$ cat config.mk
export PLATFORM = sky130hd
export DESIGN_NAME = tlul_host_seq
export DESIGN_NICKNAME = d
export VERILOG_FILES = /design/src/rtl/tlul_host_seq.sv
export SDC_FILE = /design/constraint.sdc
export NUM_CORES = 2
export LEC_CHECK = 0
export ABC_AREA = 0
export CORE_MARGIN = 5
export CORE_UTILIZATION = 60
export DETAILED_ROUTE_END_ITERATION = 8
export PLACE_DENSITY = 0.8
export SLEW_MARGIN = 20
export SYNTH_ARGS = -nofsm -noshare
export SYNTH_HDL_FRONTEND = slang
export SYNTH_SLANG_ARGS = --single-unit
$ cat constraint.sdc
create_clock -name clk_i -period 16.4 [get_ports clk_i]
set_input_delay 1.64 -clock clk_i [delete_from_list [all_inputs] [get_ports clk_i]]
set_output_delay 1.64 -clock clk_i [all_outputs]
set_load 0.1 [all_outputs]
$ cat src/rtl/tlul_host_seq.sv
// TL-UL host sequencer: runs a table of WRITE/READ/POLL commands
// one transaction at a time and reports pass/fail with error code.
package tlul_pkg;
  localparam logic [2:0] PutFullData = 3'h0;
  localparam logic [2:0] Get = 3'h4;

  typedef struct packed {
    logic [3:0] instr_type;
    logic [6:0] cmd_intg;
    logic [6:0] data_intg;
  } tl_a_user_t;

  localparam tl_a_user_t TL_A_USER_DEFAULT = '{
    instr_type: 4'h9,
    cmd_intg: 7'h0,
    data_intg: 7'h0
  };

  typedef struct packed {
    logic a_valid;
    logic [2:0] a_opcode;
    logic [2:0] a_param;
    logic [1:0] a_size;
    logic [7:0] a_source;
    logic [31:0] a_address;
    logic [3:0] a_mask;
    logic [31:0] a_data;
    tl_a_user_t a_user;
    logic d_ready;
  } tl_h2d_t;

  typedef struct packed {
    logic d_valid;
    logic [2:0] d_opcode;
    logic [2:0] d_param;
    logic [1:0] d_size;
    logic [7:0] d_source;
    logic d_sink;
    logic [31:0] d_data;
    logic [13:0] d_user;
    logic d_error;
    logic a_ready;
  } tl_d2h_t;

  localparam tl_h2d_t TL_H2D_DEFAULT = '{
    a_valid: 1'b0,
    a_opcode: 3'h0,
    a_param: 3'h0,
    a_size: 2'h0,
    a_source: 8'h0,
    a_address: 32'h0,
    a_mask: 4'h0,
    a_data: 32'h0,
    a_user: TL_A_USER_DEFAULT,
    d_ready: 1'b0
  };
endpackage

module tlul_host_seq
  import tlul_pkg::*;
#(
  parameter int unsigned Depth = 16,
  parameter int unsigned TimeoutCycles = 1024,
  parameter int unsigned PollMax = 256,
  localparam int unsigned IW = $clog2(Depth),
  localparam int unsigned NW = $clog2(Depth + 1)
) (
  input  logic clk_i,
  input  logic rst_i,
  input  logic cmd_we_i,
  input  logic [IW-1:0] cmd_idx_i,
  input  logic [1:0] cmd_op_i,
  input  logic [31:0] cmd_addr_i,
  input  logic [31:0] cmd_data_i,
  input  logic [31:0] cmd_mask_i,
  input  logic start_i,
  input  logic [NW-1:0] num_cmds_i,
  input  logic abort_i,
  output tl_h2d_t tl_o,
  input  tl_d2h_t tl_i,
  output logic busy_o,
  output logic done_o,
  output logic pass_o,
  output logic [1:0] err_code_o,
  output logic [IW-1:0] err_idx_o,
  output logic [31:0] rdata_o
);
  localparam int unsigned TW = $clog2(TimeoutCycles + 1);
  localparam int unsigned PW = $clog2(PollMax + 1);

  localparam logic [1:0] IDLE = 2'd0;
  localparam logic [1:0] ISSUE = 2'd1;
  localparam logic [1:0] WAIT = 2'd2;
  localparam logic [1:0] FINISH = 2'd3;

  localparam logic [1:0] OP_READ = 2'd1;
  localparam logic [1:0] OP_POLL = 2'd2;

  localparam logic [1:0] E_DERR = 2'd1;
  localparam logic [1:0] E_CMP = 2'd2;
  localparam logic [1:0] E_TMO = 2'd3;

  logic [1:0] t_op [Depth];
  logic [31:0] t_addr [Depth];
  logic [31:0] t_data [Depth];
  logic [31:0] t_mask [Depth];

  logic [1:0] state;
  logic [NW-1:0] ptr, ncmds, n_clamp;
  logic [TW-1:0] to_cnt;
  logic [PW-1:0] poll_cnt;
  logic abort_q;

  logic [IW-1:0] slot;
  logic [1:0] cur_op;
  logic [31:0] cur_addr, cur_data, cur_mask;
  logic is_get, cmp_ok, to_hit, poll_last, last;

  always_ff @(posedge clk_i) begin
    if (state == IDLE && cmd_we_i && 32'(cmd_idx_i) < Depth) begin
      t_op[cmd_idx_i] <= cmd_op_i;
      t_addr[cmd_idx_i] <= cmd_addr_i;
      t_data[cmd_idx_i] <= cmd_data_i;
      t_mask[cmd_idx_i] <= cmd_mask_i;
    end
  end

  assign slot = ptr[IW-1:0];
  assign cur_op = t_op[slot];
  assign cur_addr = t_addr[slot];
  assign cur_data = t_data[slot];
  assign cur_mask = t_mask[slot];
  assign is_get = (cur_op == OP_READ) || (cur_op == OP_POLL);
  assign cmp_ok = ((tl_i.d_data ^ cur_data) & cur_mask) == 32'h0;
  assign to_hit = to_cnt == TW'(TimeoutCycles);
  assign poll_last = poll_cnt == PW'(PollMax);
  assign last = (ptr + NW'(1)) == ncmds;
  assign n_clamp = (32'(num_cmds_i) > Depth) ? NW'(Depth) : num_cmds_i;

  // Request is a pure function of state and the current slot, so it
  // stays stable until the handshake and drops as soon as reset hits.
  always_comb begin
    tl_o = TL_H2D_DEFAULT;
    tl_o.d_ready = state == WAIT;
    if (state == ISSUE) begin
      tl_o.a_valid = 1'b1;
      tl_o.a_opcode = is_get ? Get : PutFullData;
      tl_o.a_size = 2'd2;
      tl_o.a_mask = 4'hf;
      tl_o.a_address = cur_addr;
      tl_o.a_data = is_get ? 32'h0 : cur_data;
    end
  end

  assign busy_o = state != IDLE;

  always_ff @(posedge clk_i or posedge rst_i) begin
    if (rst_i) begin
      state <= IDLE;
      ptr <= '0;
      ncmds <= '0;
      to_cnt <= '0;
      poll_cnt <= '0;
      abort_q <= 1'b0;
      done_o <= 1'b0;
      pass_o <= 1'b0;
      err_code_o <= 2'd0;
      err_idx_o <= '0;
      rdata_o <= 32'h0;
    end else begin
      if ((state == ISSUE || state == WAIT) && !to_hit) to_cnt <= to_cnt + TW'(1);
      if ((state == ISSUE || state == WAIT) && abort_i) abort_q <= 1'b1;
      unique case (state)
        IDLE: begin
          if (start_i) begin
            err_code_o <= 2'd0;
            err_idx_o <= '0;
            if (num_cmds_i == '0) begin
              done_o <= 1'b1;
              pass_o <= 1'b1;
            end else begin
              done_o <= 1'b0;
              pass_o <= 1'b0;
              ptr <= '0;
              ncmds <= n_clamp;
              to_cnt <= '0;
              poll_cnt <= '0;
              abort_q <= 1'b0;
              state <= ISSUE;
            end
          end
        end
        ISSUE: begin
          if (tl_i.a_ready) begin
            state <= WAIT;
            if (to_hit) begin
              err_code_o <= E_TMO;
              err_idx_o <= slot;
            end
          end
        end
        WAIT: begin
          if (tl_i.d_valid) begin
            rdata_o <= tl_i.d_data;
            if (to_hit || tl_i.d_error ||
                (cur_op == OP_READ && !cmp_ok) ||
                (cur_op == OP_POLL && !cmp_ok && poll_last)) begin
              err_code_o <= to_hit ? E_TMO : (tl_i.d_error ? E_DERR : E_CMP);
              err_idx_o <= slot;
              done_o <= 1'b1;
              pass_o <= 1'b0;
              state <= FINISH;
            end else if (abort_q || abort_i) begin
              done_o <= 1'b1;
              pass_o <= 1'b0;
              state <= FINISH;
            end else if (cur_op == OP_POLL && !cmp_ok) begin
              poll_cnt <= poll_cnt + PW'(1);
              state <= ISSUE;
            end else if (last) begin
              ptr <= ptr + NW'(1);
              done_o <= 1'b1;
              pass_o <= 1'b1;
              state <= FINISH;
            end else begin
              ptr <= ptr + NW'(1);
              to_cnt <= '0;
              poll_cnt <= '0;
              state <= ISSUE;
            end
          end
        end
        FINISH: state <= IDLE;
      endcase
    end
  end

  logic unused_d;
  assign unused_d = ^{tl_i.d_opcode, tl_i.d_param, tl_i.d_size,
                      tl_i.d_source, tl_i.d_sink, tl_i.d_user};
endmodule

# Word level (Yosys, flattened, before mapping)
# Memories as Yosys holds them, arrays and structs flattened.
# Index checks and enable logic that the tools add are counted.
[op_classes] add_sub_neg=3 bitwise_logic=3 mux=71 eq_ne=20 reduce_logical=27 magnitude_cmp=1
[ops] op="two-way mux 11 bit" n=8
[ops] op="two-way mux 68 bit" n=1
[ops] op="two-way mux 9 bit" n=7
[ops] op="two-way mux 5 bit" n=7
[ops] op="bitwise AND 32 bit" n=1
[ops] op="logical NOT 32 bit" n=1
[ops] op="two-way mux 2 bit" n=16
[ops] op="two-way mux 32 bit" n=1
[ops] op="bitwise XOR 32 bit" n=1
[ops] op="two-way mux 4 bit" n=6
[ops] op="one-hot mux 11 bit (2 select lines)" n=1
[ops] op="one-hot mux 9 bit (2 select lines)" n=1
[ops] op="two-way mux 1 bit" n=16
[ops] op="inequality test 2 bit, second input constant" n=7
[ops] op="AND reduction 7 bit" n=2
[ops] op="one-hot mux 4 bit (3 select lines)" n=1
[ops] op="adder 11 x 1 -> 11 bit, second input constant" n=1
[ops] op="equality test 11 bit, second input constant" n=1
[ops] op="one-hot mux 5 bit (2 select lines)" n=1
[ops] op="adder 9 x 1 -> 9 bit, second input constant" n=1
[ops] op="equality test 9 bit, second input constant" n=1
[ops] op="one-hot mux 2 bit (4 select lines)" n=1
[ops] op="equality test 2 bit, second input constant" n=3
[ops] op="logical AND 1 bit" n=6
[ops] op="other kinds (23)" n=33
[totals] ram_bits=1568 n_memories=4 regBits=73 input_bits=178 output_inout_bits=145
[memory_table] memory="t_addr" depth=16 width=32 read_ports=1 rd_clocked_by_memory_dff=0 wr=1 line="104" source="logic [31:0] t_addr [Depth];"
[memory_table] memory="t_data" depth=16 width=32 read_ports=1 rd_clocked_by_memory_dff=0 wr=1 line="105" source="logic [31:0] t_data [Depth];"
[memory_table] memory="t_mask" depth=16 width=32 read_ports=1 rd_clocked_by_memory_dff=0 wr=1 line="106" source="logic [31:0] t_mask [Depth];"
[memory_table] memory="t_op" depth=16 width=2 read_ports=1 rd_clocked_by_memory_dff=0 wr=1 line="103" source="logic [1:0] t_op [Depth];"

# Logic depth before layout (Yosys ltp)
# An unclocked memory read counts as a cell.
[depth] word_depth=11 mapped_depth=20

# Worst setup path after synthesis
# OpenSTA, ideal clock, no wires.
[synth_timing] kind="input -> register" startpoint="input port cmd_idx_i[3]" endpoint="memory t_addr[0][0], enable pin" setup_slack_ns=7.020 path_stages=2 setup_ns=0.676 required_ns=15.724 arrival_time_ns=8.704 n_path_buf=0 cell_sequence="or3_1 > nor3_1"
[synth_rtl] item="start, declared" line="71" source="input logic [IW-1:0] cmd_idx_i,"
[synth_rtl] item="end, declared" line="104"
# Straight into the memory's write port.

==> results.tsv <==
stage	metric	value	unit
run_status	status	finished, final reports clean	
placement	placed_cell_area	0.06800	mm²
clock_network	cts_tree	built	
timing	max_slew_margin	21.53	%
floorplan	io_pins	323	
finish	final_util	69.02	%
clock_network	ctsResizeCount	0	
synthesis	synthSimpleGateAreaFrac	1.875	%
pwr	leakage	22.63	nW
synthesis	synthXorXnorAreaFrac	0.4513	%
floorplan	die_x	336.7	µm
setup_path	cp.required	14.76	ns
setup_path	r2r_cells	13	
finish	final_common_cell	edfxtp_1	
finish	instances_no_fill	4811	
routing	drt_first_pass_iters	5	
grt	grt_overflow_total	0	
worst_hold_path	hold_start	abort_q	
clock_network	h-tree-depth	4	
finish	mostFrequentLayoutCells	edfxtp_1, mux4_2, clkdlybuf4s50_1, clkbuf_16, mux2i_1	
synthesis	ys.flop_type	edfxtp_1	
synthesis	ys_seq_area_share	76.37	%
timing	worst_slew_pin_slew	1.177	ns
clock_network	clk_pin_slew	0.06	ns
synthesis	ys_seq_elements	1641	
floorplan	die-area	0.1134	mm²
grt	grt_pass1_wl	228800	µm
clock_network	cts.sinks	1641	
timing	setup_ws	7.623	ns
grt	grt_usage	28.12	%
timing	clock.fmax	0.1139	GHz
grt	antenna_found_initial	27	
worst_hold_path	hold_class	register to register	
clock_network	cts_setup_buffers	0	
routing	antenna_left	0	
placement	pre_cts_ws	8.260	ns
finish	final_area	0.07297	mm²
setup_path	critPathMaxFanout	40	
synthesis	ys_types	68	
clock_network	cts_root_buf	clkbuf_16	
pwr	p_per_area	141.2	mW/mm²
synthesis	synthAdderAreaFrac	0.2149	%
timing	finalSetupTns	0	ns
finish	finalNetCount	3473	
setup_path	startpoint_type	register	
setup_path	crit_arrival	7.14	ns
routing	num_vias	32716	
setup_path	slowest_stage	clkdlybuf4s50_1	
finish	fillers	6149	
timing	hold_viol_final	0	
job	maxCapViolCount	0	
synthesis	yosysWarnings	0	
setup_path	path_class	register to primary output	
setup_path	worstSetupEndpointType	primary output	
placement	hpwl	80790	µm
clock_network	cts_buffer_depth	3	
synthesis	synthArstFlopShare	4.449	%
grt	grt_pass1_vias	33768	
setup_path	critical_path.reg2reg.startpoint	ptr[1]	
floorplan	core_area	0.1057	mm²
clock_network	cts_buffers	158	
synthesis	synth-edff-count	1568	
timing	skew	0.04608	ns
routing	wl	158900	µm
timing	finalCriticalPeriod	8.777	ns
timing	drv_slew	0	
timing	min_period_over_period	53.52	%
placement	placedCellCount	4515	
grt	grt_max_degree	138	
synthesis	synth_top_area_share	73.52	%
clock_network	clkLatencyLatePin	0.79	ns
floorplan	fp-row-count	119	
synthesis	synth.largest_area_cell	edfxtp_1	
finish	syn2layout_area_growth	13.93	%
timing	fin_hold_ws	0.4969	ns
worst_hold_path	whs_path_depth	2	
routing	wl_per_cell	33.02	µm
pwr	vdd_drop_max	0.1784	mV
placement	gp_congestion	0.7619	
synthesis	synth_compound_area_share	3.526	%
setup_path	crit_start	ptr[0]	
setup_path	crit_top_cell	buf_4	
setup_path	cp_slowest_stage_delay	1.27	ns
routing	drc	0	
setup_path	r2r_end	poll_cnt[2]	
synthesis	synth.area.top_cells	edfxtp_1, mux4_2, dfrtp_1	
synthesis	synth_top_family_by_area	multiplexers	
placement	port_buffers	259	
routing	viasPerCell	6.800	
clock_network	hold_buffers	0	
synthesis	muxShareOfSynthArea	15.60	%
timing	rsz0062_at_grt	no	
synthesis	synth_area_per_cell	21.56	µm²
synthesis	synthCells	2971	
setup_path	reg2reg_slack	9.43	ns
finish	drive_gt1_share	21.17	%
setup_path	cp_cell_sequence	buf_4 > buf_4 > mux2i_1 > a221oi_1 > o21ai_0 > and2_1 > ha_1 > nand2_2 > a21oi_1 > clkdlybuf4s50_1	
floorplan	die_y	336.7	µm
timing	setup_violations	0	
worst_hold_path	hold_path_end	abort_q	
pwr	finalPower	10.30	mW
floorplan	start_util	60.59	%
synthesis	synth_area	0.06405	mm²
routing	initialDrtViolationCount	4550	
## cells in the mapped netlist, types with 3 or more instances
| cell | instances |
|---|---|
| a2111oi_2 | 3 |
| a21oi_1 | 49 |
| a221o_1 | 12 |
| a221oi_1 | 47 |
| a221oi_2 | 12 |
| a22o_1 | 9 |
| a22oi_1 | 67 |
| a2bb2oi_1 | 4 |
| and2_1 | 37 |
| and3_1 | 21 |
| buf_1 | 19 |
| buf_2 | 28 |
| buf_4 | 51 |
| buf_6 | 23 |
| clkbuf_1 | 69 |
| dfrtp_1 | 73 |
| edfxtp_1 | 1568 |
| ha_1 | 11 |
| inv_1 | 32 |
| mux2_2 | 32 |
| mux2i_1 | 134 |
| mux4_2 | 367 |
| nand2_1 | 58 |
| nand2b_1 | 6 |
| nand3_1 | 4 |
| nand3b_1 | 4 |
| nand4_1 | 7 |
| nor2_1 | 56 |
| nor2b_1 | 12 |
| nor3_1 | 12 |
| nor4b_1 | 4 |
| o211ai_1 | 3 |
| o21a_1 | 8 |
| o21ai_0 | 27 |
| o21ai_1 | 11 |
| o221ai_2 | 6 |
| o22ai_1 | 9 |
| or3_1 | 8 |
| or4_1 | 3 |
| xnor2_1 | 17 |
| xor2_1 | 16 |
## flip-flops by register name (all words and copies together), names as in the netlist
register    count
t_addr        512
t_data        512
t_mask        512
rdata_o        32
t_op           32
to_cnt         11
poll_cnt        9
ncmds           5
ptr             5
err_idx_o       4
err_code_o      2
state           2
abort_q         1
done_o          1
pass_o          1
## metal layers
metal | wire (µm) | GRT usage (%) | up-vias
met5 | 90 | 0 | -
met4 | 5885 | 10.61 | 14
met3 | 16420 | 6.679 | 341
met2 | 81120 | 47.23 | 2202
met1 | 55370 | 36.48 | 17131
li1 | - | - | 13028
## power by group
part | switching [mW] | internal (mW) | leakage (nW)
Clock | 1.52 | 1.96 | 2.40
Sequential | 0.0698 | 4.72 | 15.0
Combinational | 1.38 | 0.652 | 5.21
Total | 2.97 | 7.33 | 22.6
## kinds of logic (layout without fill, tap and decap cells)
family	after synthesis	count (layout)
flip-flops	1641	1641
multiplexers	535	535
AO/OA/AOI/OAI	289	289
AND/OR/NAND/NOR	236	236
buffers and inverters	224	624
XOR/XNOR	33	33
adder cells (fa/ha/maj)	11	11
other	2	51
## critical path: cells and delay by family (launching register included)
family	cells	cell delay, ns
multiplexers	1	0.18
AO/OA/AOI/OAI	3	1.35
buffers and inverters	3	2.70
flip-flops	1	0.88
AND/OR/NAND/NOR	2	0.82
adder cells (fa/ha/maj)	1	0.31
## final cells by class
cell class,instances,area [µm²],area share [%]
multi-input combinational,1136,14130,19.36
antenna,19,47.55,0.06516
sequential,1641,48930,67.05
tap,1391,1740,2.385
clock buffer,191,4151,5.689
clock inverter,86,749.5,1.027
inverter,32,121.4,0.1663
timing repair buffer,315,3100,4.249
## worst max path at each step
stage	end	slack (ns)	depth (start not counted)
floorplan	t_addr[0][0]	7.02	2
global placement	tl_o[30]	8.44	9
detailed placement	tl_o[30]	8.26	9
CTS	tl_o[30]	7.39	9
global route	tl_o[30]	7.20	10
finish	tl_o[30]	7.62	10
(Power assumes the default switching activity.)
